## config.mk

```make
export PLATFORM = sky130hd
export DESIGN_NAME = exc_vector_unit
export DESIGN_NICKNAME = d
export VERILOG_FILES = /design/src/rtl/exc_vector_unit.sv
export SDC_FILE = /design/constraint.sdc
export NUM_CORES = 1
export LEC_CHECK = 0
export BUFFER_PORTS_ARGS = -buffer_cell sky130_fd_sc_hd__clkbuf_2
export CELL_PAD_IN_SITES_DETAIL_PLACEMENT = 0
export CELL_PAD_IN_SITES_GLOBAL_PLACEMENT = 2
export CORE_MARGIN = 2
export CORE_UTILIZATION = 24
export CTS_CLUSTER_DIAMETER = 200
export DETAILED_ROUTE_END_ITERATION = 10
export GPL_TIMING_DRIVEN = 0
export PLACE_DENSITY = 0.77
export SETUP_SLACK_MARGIN = 0.05
export SLEW_MARGIN = 20
export SYNTH_ARGS = -nofsm -noshare
export SYNTH_HDL_FRONTEND = slang
export SYNTH_SLANG_ARGS = --single-unit
```

## constraint.sdc

```tcl
create_clock -name clk -period 2.9 [get_ports clk]
set_input_delay 0.29 -clock clk [delete_from_list [all_inputs] [get_ports clk]]
set_output_delay 0.29 -clock clk [all_outputs]
set_load 0.01 [all_outputs]
```

## src/rtl/exc_vector_unit.sv

```systemverilog
// Exception-entry / RTE sequencer: latches EPC and cause, fetches the vector byte
// from memory and requests the PC load through the PC-source mux.
module exc_vector_unit #(
    parameter int unsigned MEM_LATENCY = 1,
    parameter logic [7:0]  VEC_OPCODE  = 8'd253,
    parameter logic [7:0]  VEC_OVF     = 8'd254,
    parameter logic [7:0]  VEC_DIV0    = 8'd255
) (
    input  logic        clk,
    input  logic        reset,
    input  logic        exc_opcode,
    input  logic        exc_overflow,
    input  logic        exc_div0,
    input  logic        rte,
    input  logic [31:0] pc_in,
    input  logic [31:0] mem_data_in,
    output logic [31:0] mem_addr_out,
    output logic        mem_rd_req,
    output logic        busy,
    output logic [31:0] epcOut,
    output logic [31:0] vectorOut,
    output logic [1:0]  causeOut,
    output logic [2:0]  muxpcsource,
    output logic        pc_write
);

    typedef enum logic [2:0] {
        S_IDLE,
        S_REQ,
        S_WAIT,
        S_CAPTURE,
        S_WRITE,
        S_RET
    } state_e;

    localparam logic [2:0] WAIT_INIT = 3'(MEM_LATENCY - 1);

    state_e      state_q, state_d;
    logic [2:0]  wait_cnt_q, wait_cnt_d;
    logic [31:0] epc_q, epc_d;
    logic [31:0] addr_q, addr_d;
    logic [31:0] vector_q, vector_d;
    logic [1:0]  cause_q, cause_d;
    logic        exc_any;
    logic [7:0]  vec_sel;
    logic [1:0]  cause_sel;
    logic [7:0]  lane;

    assign exc_any = exc_opcode | exc_overflow | exc_div0;
    assign lane    = mem_data_in[{addr_q[1:0], 3'b000} +: 8];

    // Fixed priority among simultaneous requests: opcode > overflow > div0.
    always_comb begin
        cause_sel = 2'd3;
        vec_sel   = VEC_DIV0;
        if (exc_opcode) begin
            cause_sel = 2'd1;
            vec_sel   = VEC_OPCODE;
        end else if (exc_overflow) begin
            cause_sel = 2'd2;
            vec_sel   = VEC_OVF;
        end
    end

    always_ff @(posedge clk) begin
        if (reset) begin
            state_q <= S_IDLE;
        end else begin
            state_q <= state_d;
        end
    end

    always_comb begin
        state_d    = state_q;
        wait_cnt_d = wait_cnt_q;
        case (state_q)
            S_IDLE: begin
                if (exc_any) begin
                    state_d = S_REQ;
                end else if (rte) begin
                    state_d = S_RET;
                end
            end
            S_REQ: begin
                if (MEM_LATENCY > 1) begin
                    state_d    = S_WAIT;
                    wait_cnt_d = WAIT_INIT;
                end else begin
                    state_d = S_CAPTURE;
                end
            end
            S_WAIT: begin
                wait_cnt_d = wait_cnt_q - 3'd1;
                if (wait_cnt_q == 3'd1) begin
                    state_d = S_CAPTURE;
                end
            end
            S_CAPTURE: state_d = S_WRITE;
            S_WRITE:   state_d = S_IDLE;
            S_RET:     state_d = S_IDLE;
            default:   state_d = S_IDLE;
        endcase
    end

    always_comb begin
        busy        = 1'b0;
        mem_rd_req  = 1'b0;
        pc_write    = 1'b0;
        muxpcsource = 3'd0;
        case (state_q)
            S_IDLE:    busy = 1'b0;
            S_REQ: begin
                busy       = 1'b1;
                mem_rd_req = 1'b1;
            end
            S_WAIT:    busy = 1'b1;
            S_CAPTURE: busy = 1'b1;
            S_WRITE: begin
                busy     = 1'b1;
                pc_write = 1'b1;
            end
            S_RET: begin
                busy        = 1'b1;
                pc_write    = 1'b1;
                muxpcsource = 3'd4;
            end
            default:   busy = 1'b0;
        endcase
    end

    // pc_in is only looked at on the IDLE->REQ edge; the cause survives until RET retires.
    always_comb begin
        epc_d    = epc_q;
        addr_d   = addr_q;
        vector_d = vector_q;
        cause_d  = cause_q;
        case (state_q)
            S_IDLE: begin
                if (exc_any) begin
                    epc_d   = pc_in - 32'd4;
                    cause_d = cause_sel;
                    addr_d  = {24'b0, vec_sel};
                end
            end
            S_CAPTURE: vector_d = {24'b0, lane};
            S_RET:     cause_d  = 2'd0;
            default:   epc_d    = epc_q;
        endcase
    end

    always_ff @(posedge clk) begin
        if (reset) begin
            wait_cnt_q <= 3'd0;
            epc_q      <= 32'd0;
            addr_q     <= 32'd0;
            vector_q   <= 32'd0;
            cause_q    <= 2'd0;
        end else begin
            wait_cnt_q <= wait_cnt_d;
            epc_q      <= epc_d;
            addr_q     <= addr_d;
            vector_q   <= vector_d;
            cause_q    <= cause_d;
        end
    end

    assign mem_addr_out = addr_q;
    assign epcOut       = epc_q;
    assign vectorOut    = vector_q;
    assign causeOut     = cause_q;

endmodule

```

=== Word-level counts from Yosys, hierarchy flattened ===
Cells that the tools add are included.

* Add/sub/neg operators: 2
* Equal/unequal tests: 9
* Shift-type cells: 1
* Div/mod/pow operators: 0
* Reduce and logical (&&, ||, !) cells: 7
* Multiplexer cells: 14
* Bitwise logic cells: 2
* Order comparisons: 0
* $mul: 0

{| class="wikitable"
|+ Operator list
! operator !! number
|-
| $shiftx 32x6->8 || 1
|-
| $sub 32x3->32 const B || 1
|-
| $mux 3 || 4
|-
| $pmux 3 s4 || 1
|-
| $eq 3x1->1 const B || 2
|-
| $eq 3x2->1 const B || 2
|-
| $eq 3x3->1 const B || 2
|-
| $mux 2 || 3
|-
| $reduce_and 2->1 || 3
|-
| $mux 1 || 5
|-
| $reduce_or 5->1 || 1
|-
| $ne 2x2->1 const B || 2
|-
| $pmux 2 s2 || 1
|-
| $logic_not 3->1 || 1
|-
| $ne 3x3->1 const B || 1
|-
| $sub 3x1->3 const B || 1
|-
| $or 1x1->1 || 2
|-
| $reduce_bool 2->1 || 1
|-
| $reduce_or 2->1 || 1
|}

* Logic and storage cells: 41
* Register bits after elaboration: 56
* Output and inout bits: 104
* Bits in writable memories: 0
* Memories kept: 0
* Bits in read-only memories: 0
* Latch bits: 0

=== Depth between registers and ports, before layout ===
* Depth after elaboration: 4
* Mapped depth: 7
* Mapped depth without buffers: 6

=== Least setup slack after synthesis ===
OpenSTA, ideal clock, no wires.

* Path kind: input to register
* Start point: input port pc_in[9]
* End point: register epc_q[19], in the netlist epcOut[19]
* Setup time: 91 ps
* Required time: 2809 ps
* Arrival: 1981 ps
* Slack: 828 ps
* Stages: 6
* Path buffers: 2
* Cell sequence: or4_1 > buf_2 > or3_4 > buf_6 > or3_1 > a311oi_1

* Longest elaborated chain between the ends: 1

{| class="wikitable"
|+ RTL lines
! what !! line !! source
|-
| start, declared || 15 || <nowiki>input logic [31:0] pc_in,</nowiki>
|-
| $sub 32x3->32 || 140 || <nowiki>epc_d = pc_in - 32'd4;</nowiki>
|-
| end signal, assigned || 160 || <nowiki>epc_q <= epc_d;</nowiki>
|-
| end, declared || 40 || <nowiki>logic [31:0] epc_q, epc_d;</nowiki>
|}

No other way between the ends.
A chain may end at the register's enable or synchronous reset.

=== Final worst setup path ===
* Start point: register state_q[1]
* End point: register epc_q[18], in the netlist epcOut[18]

* Longest elaborated chain between the ends: 2

{| class="wikitable"
|+ RTL lines
! what !! line !! source
|-
| start, declared || 38 || <nowiki>state_e state_q, state_d;</nowiki>
|-
| start signal, assigned || 69 || <nowiki>state_q <= state_d;</nowiki>
|-
| $logic_not 3->1 || 137 || <nowiki>case (state_q)</nowiki>
|-
| $reduce_and 2->1 (no source line) || - ||
|}

No other way between the ends.

==> summary.txt <==
Outcome
  • Status: finished clean

Hold path
  • Endpoint, Worst Hold: epcOut[1]
  • Hold WC Path Type: input pin to flop
  • Worst hold stages: 3
  • Worst Hold Launch: pc_in[1]

Setup path
  • Worst R2R Setup Slack: 680 ps
  • Worst r2r path cells: 6
  • Startpoint types: flop
  • CP arrival: 2430 ps
  • CP peak stage delay: 500 ps
  • CP Class: flop to flop
  • Worst Setup End Kind: flop
  • R2r startpoint: state_q[1]
  • CP required: 3110 ps
  • Critical Path Fanout Max: 10
  • R2r endpoint: epcOut[18]
  • Worst-path cell chain: nor3_1 > and2_1 > clkbuf_1 > buf_1 > nor2_1 > a211oi_1
  • Slowest cell on the critical path: buf_1

Clocking
  • CTS root buf: clkbuf_16
  • Hold_buf cts: 0
  • CTS buffer count: 5
  • Worst-skew pair later-pin latency: 290 ps
  • PostCTS Resize Cnt: 0
  • Clock transition at the registers of the reported paths: 70 ps
  • Setup repair bufs after CTS: 0
  • CTS tree: built
  • H-tree levels: 2
  • CTS sink cnt: 51
  • Clock Path Buffers: 2

Floorplanning
  • Die width: 117 um
  • Core area: 12600 um^2
  • Num rows: 41
  • Die Height: 117 um
  • Full die area: 13800 um^2
  • I/O pin cnt: 174
  • Starting Density: 24.6%

Timing
  • Slew Limit Headroom: 52.2%
  • Final Hold Viols: 0
  • Sum Neg Setup Slack: 0 ps
  • Final period utilization: 76.5%
  • Fin. max-slew vios: 0
  • Final setup margin: 682 ps
  • Max Fclk: 451 MHz
  • Worst Tran Pin Value: 717 ps
  • Clock skew: 3.73 ps
  • RSZ-0062 raised after global routing: false
  • Endpoints failing setup: 0
  • Final min period: 2220 ps

Synthesis
  • Number of synthesized flops with an enable pin: 0
  • Number of synthesized register bits: 51
  • Number of library cell types mapped by synthesis: 42
  • Most area-hungry cell type in the Yosys netlist: dfxtp_1
  • Netlist Area Pre-Place: 3090 um^2
  • Sequential area share after synthesis: 33.1%
  • YS warnings: 0
  • Most used DFF post-synth: dfxtp_1
  • Async set-reset flop share out of synthesis: 0%
  • Syn_area_per_cell: 8.53 um^2
  • Synth top area share: 33.1%
  • Post-synthesis cell count: 362
  • Top cells by area, synth: dfxtp_1 (33%), buf_4 (13%), mux4_2 (5.8%)

Detailed routing
  • Met3 wire len: 948 um
  • First-pass DRT Iterations: 4
  • DR DRC count: 0
  • DR top layer: met4
  • DR vias: 3118
  • DR WL/cell: 13.8 um
  • Via density: 4.38
  • Wire length on met1: 4110 um
  • Antenna viol nets, final: 0
  • Initial DRC count: 177
  • Met2 Wirelength: 4650 um
  • Final wirelength: 9810 um

Place
  • Placed Area: 4100 um^2
  • PortBufs: 122
  • Placed insts: 705
  • Routability cong.: 0.785
  • Post-DP HPWL: 7930 um
  • Dpl ws: 390 ps

Finish
  • Share of cells above drive strength 1: 37.4%
  • Final #Nets: 613
  • ANT cells: 0
  • Fin cells: 712
  • Synth-to-Final Area Change: 37.4%
  • Post-Layout Inst Area: 4240 um^2

Global route
  • Initial antenna violation count: 0
  • Largest net degree at the start of global routing: 15
  • GRT overflow: 0
  • Vias in the first global route: 3101
  • Total GRT Usage: 14.3%
  • Wire length of the first global-routing pass: 16000 um

Job
  • Max cap viols: 0

Pwr
  • VDD IR max: 212 uV
  • Power, Total: 0.00251 W
  • Leakage: 1.90 nW
  • Pwr/cell area: 591 nW/um^2
cell usage in the layout, fill, tap and decap left out, types with 3 or more instances in the layout:
master	synthesis	final
clkbuf_2	0	122
buf_4	55	55
dfxtp_1	51	51
conb_1	1	50
nor2_1	42	42
nand2_1	26	26
or4_1	17	17
a211oi_1	16	16
clkbuf_1	15	15
a21oi_1	14	14
a311oi_1	12	12
xnor2_1	11	11
o31ai_1	11	11
or3_1	10	10
nor4_1	9	9
nor3_1	8	8
mux4_2	8	8
buf_1	7	7
clkbuf_16	0	5
inv_1	4	4
or2_2	4	4
o21ai_0	4	4
xor2_1	4	4
nor3b_1	3	3
nand3b_1	3	3
ha_1	3	3
metal layers:
layer,global-route usage [%],vias up
met5,0,-
met4,3.31,0
met3,4.57,10
met2,24.6,133
met1,17.3,1410
li1,-,1565
how the worst max path moves through the flow:
stage,from,slack (ps),to,depth (start not counted)
2_1_floorplan,pc_in[9],830,epcOut[19],6
3_3_place_gp,pc_in[2],430,epcOut[28],8
3_5_place_dp,pc_in[2],390,epcOut[28],8
4_1_cts,state_q[1],630,epcOut[0],6
5_1_grt,pc_in[2],330,epcOut[28],8
6_report,state_q[1],680,epcOut[18],6
kinds of logic after synthesis:
| logic type | count (synthesis) | synth area share [%] |
|---|---|---|
| adder cells (fa/ha/maj) | 3 | 1.22 |
| multiplexers | 8 | 5.83 |
| AND/OR/NAND/NOR | 134 | 23.1 |
| XOR/XNOR | 15 | 4.25 |
| buffers and inverters | 84 | 17.2 |
| flip-flops | 51 | 33.1 |
| AO/OA/AOI/OAI | 66 | 15.2 |
| other | 1 | 0.121 |
state kept, by name, indices dropped and copies added (netlist names):
signal,flops
epcOut,32
state_q,3
vectorOut,8
wait_cnt_q,3
mem_addr_out,3
causeOut,2
critical path, delay by kind of cell, from the launching register on:
kind	cells	cell delay, ps
and+or+nand+nor	3	690
buffers and inverters	2	880
AOI/OAI and AO/OA	1	210
DFF	1	340
synthesized netlist by cell type, types with 3 or more instances:
cell type / count
inv_1: 4
or4_1: 17
nand3b_1: 3
xor2_1: 4
a211oi_1: 16
ha_1: 3
or2_2: 4
nor2_1: 42
o21ai_0: 4
a311oi_1: 12
nand2_1: 26
nor3b_1: 3
a21oi_1: 14
xnor2_1: 11
nor4_1: 9
buf_4: 55
clkbuf_1: 15
nor3_1: 8
buf_1: 7
dfxtp_1: 51
o31ai_1: 11
or3_1: 10
mux4_2: 8
metrics by stage:
step / utilization, % / hold slack [ps]
after floorplan: - / 379
after global placement: 32.6 / 444
after detailed placement: 32.6 / 454
after CTS: 33.7 / 211
after global routing: 33.7 / 238
final: 33.7 / 220
report_power, final:
part / leakage (nW) / switching [W] / internal (W)
registers: 0.421 / 0.0000927 / 0.000850
clock network: 0.0727 / 0.000267 / 0.000338
logic: 1.40 / 0.000549 / 0.000409
total: 1.90 / 0.000908 / 0.00160
layout make-up:
class                   instances  area (um^2)
fillers                      1327         8330
multi-input cells             276         1720
flip-flops and latches         51         1020
repair buffers                122          611
plain buffers                  80          517
well taps                     172          215
clock buffers                   6          139
inverters                       4         15.0
clock inverters                 1         5.00
(Power assumes the default switching activity.)
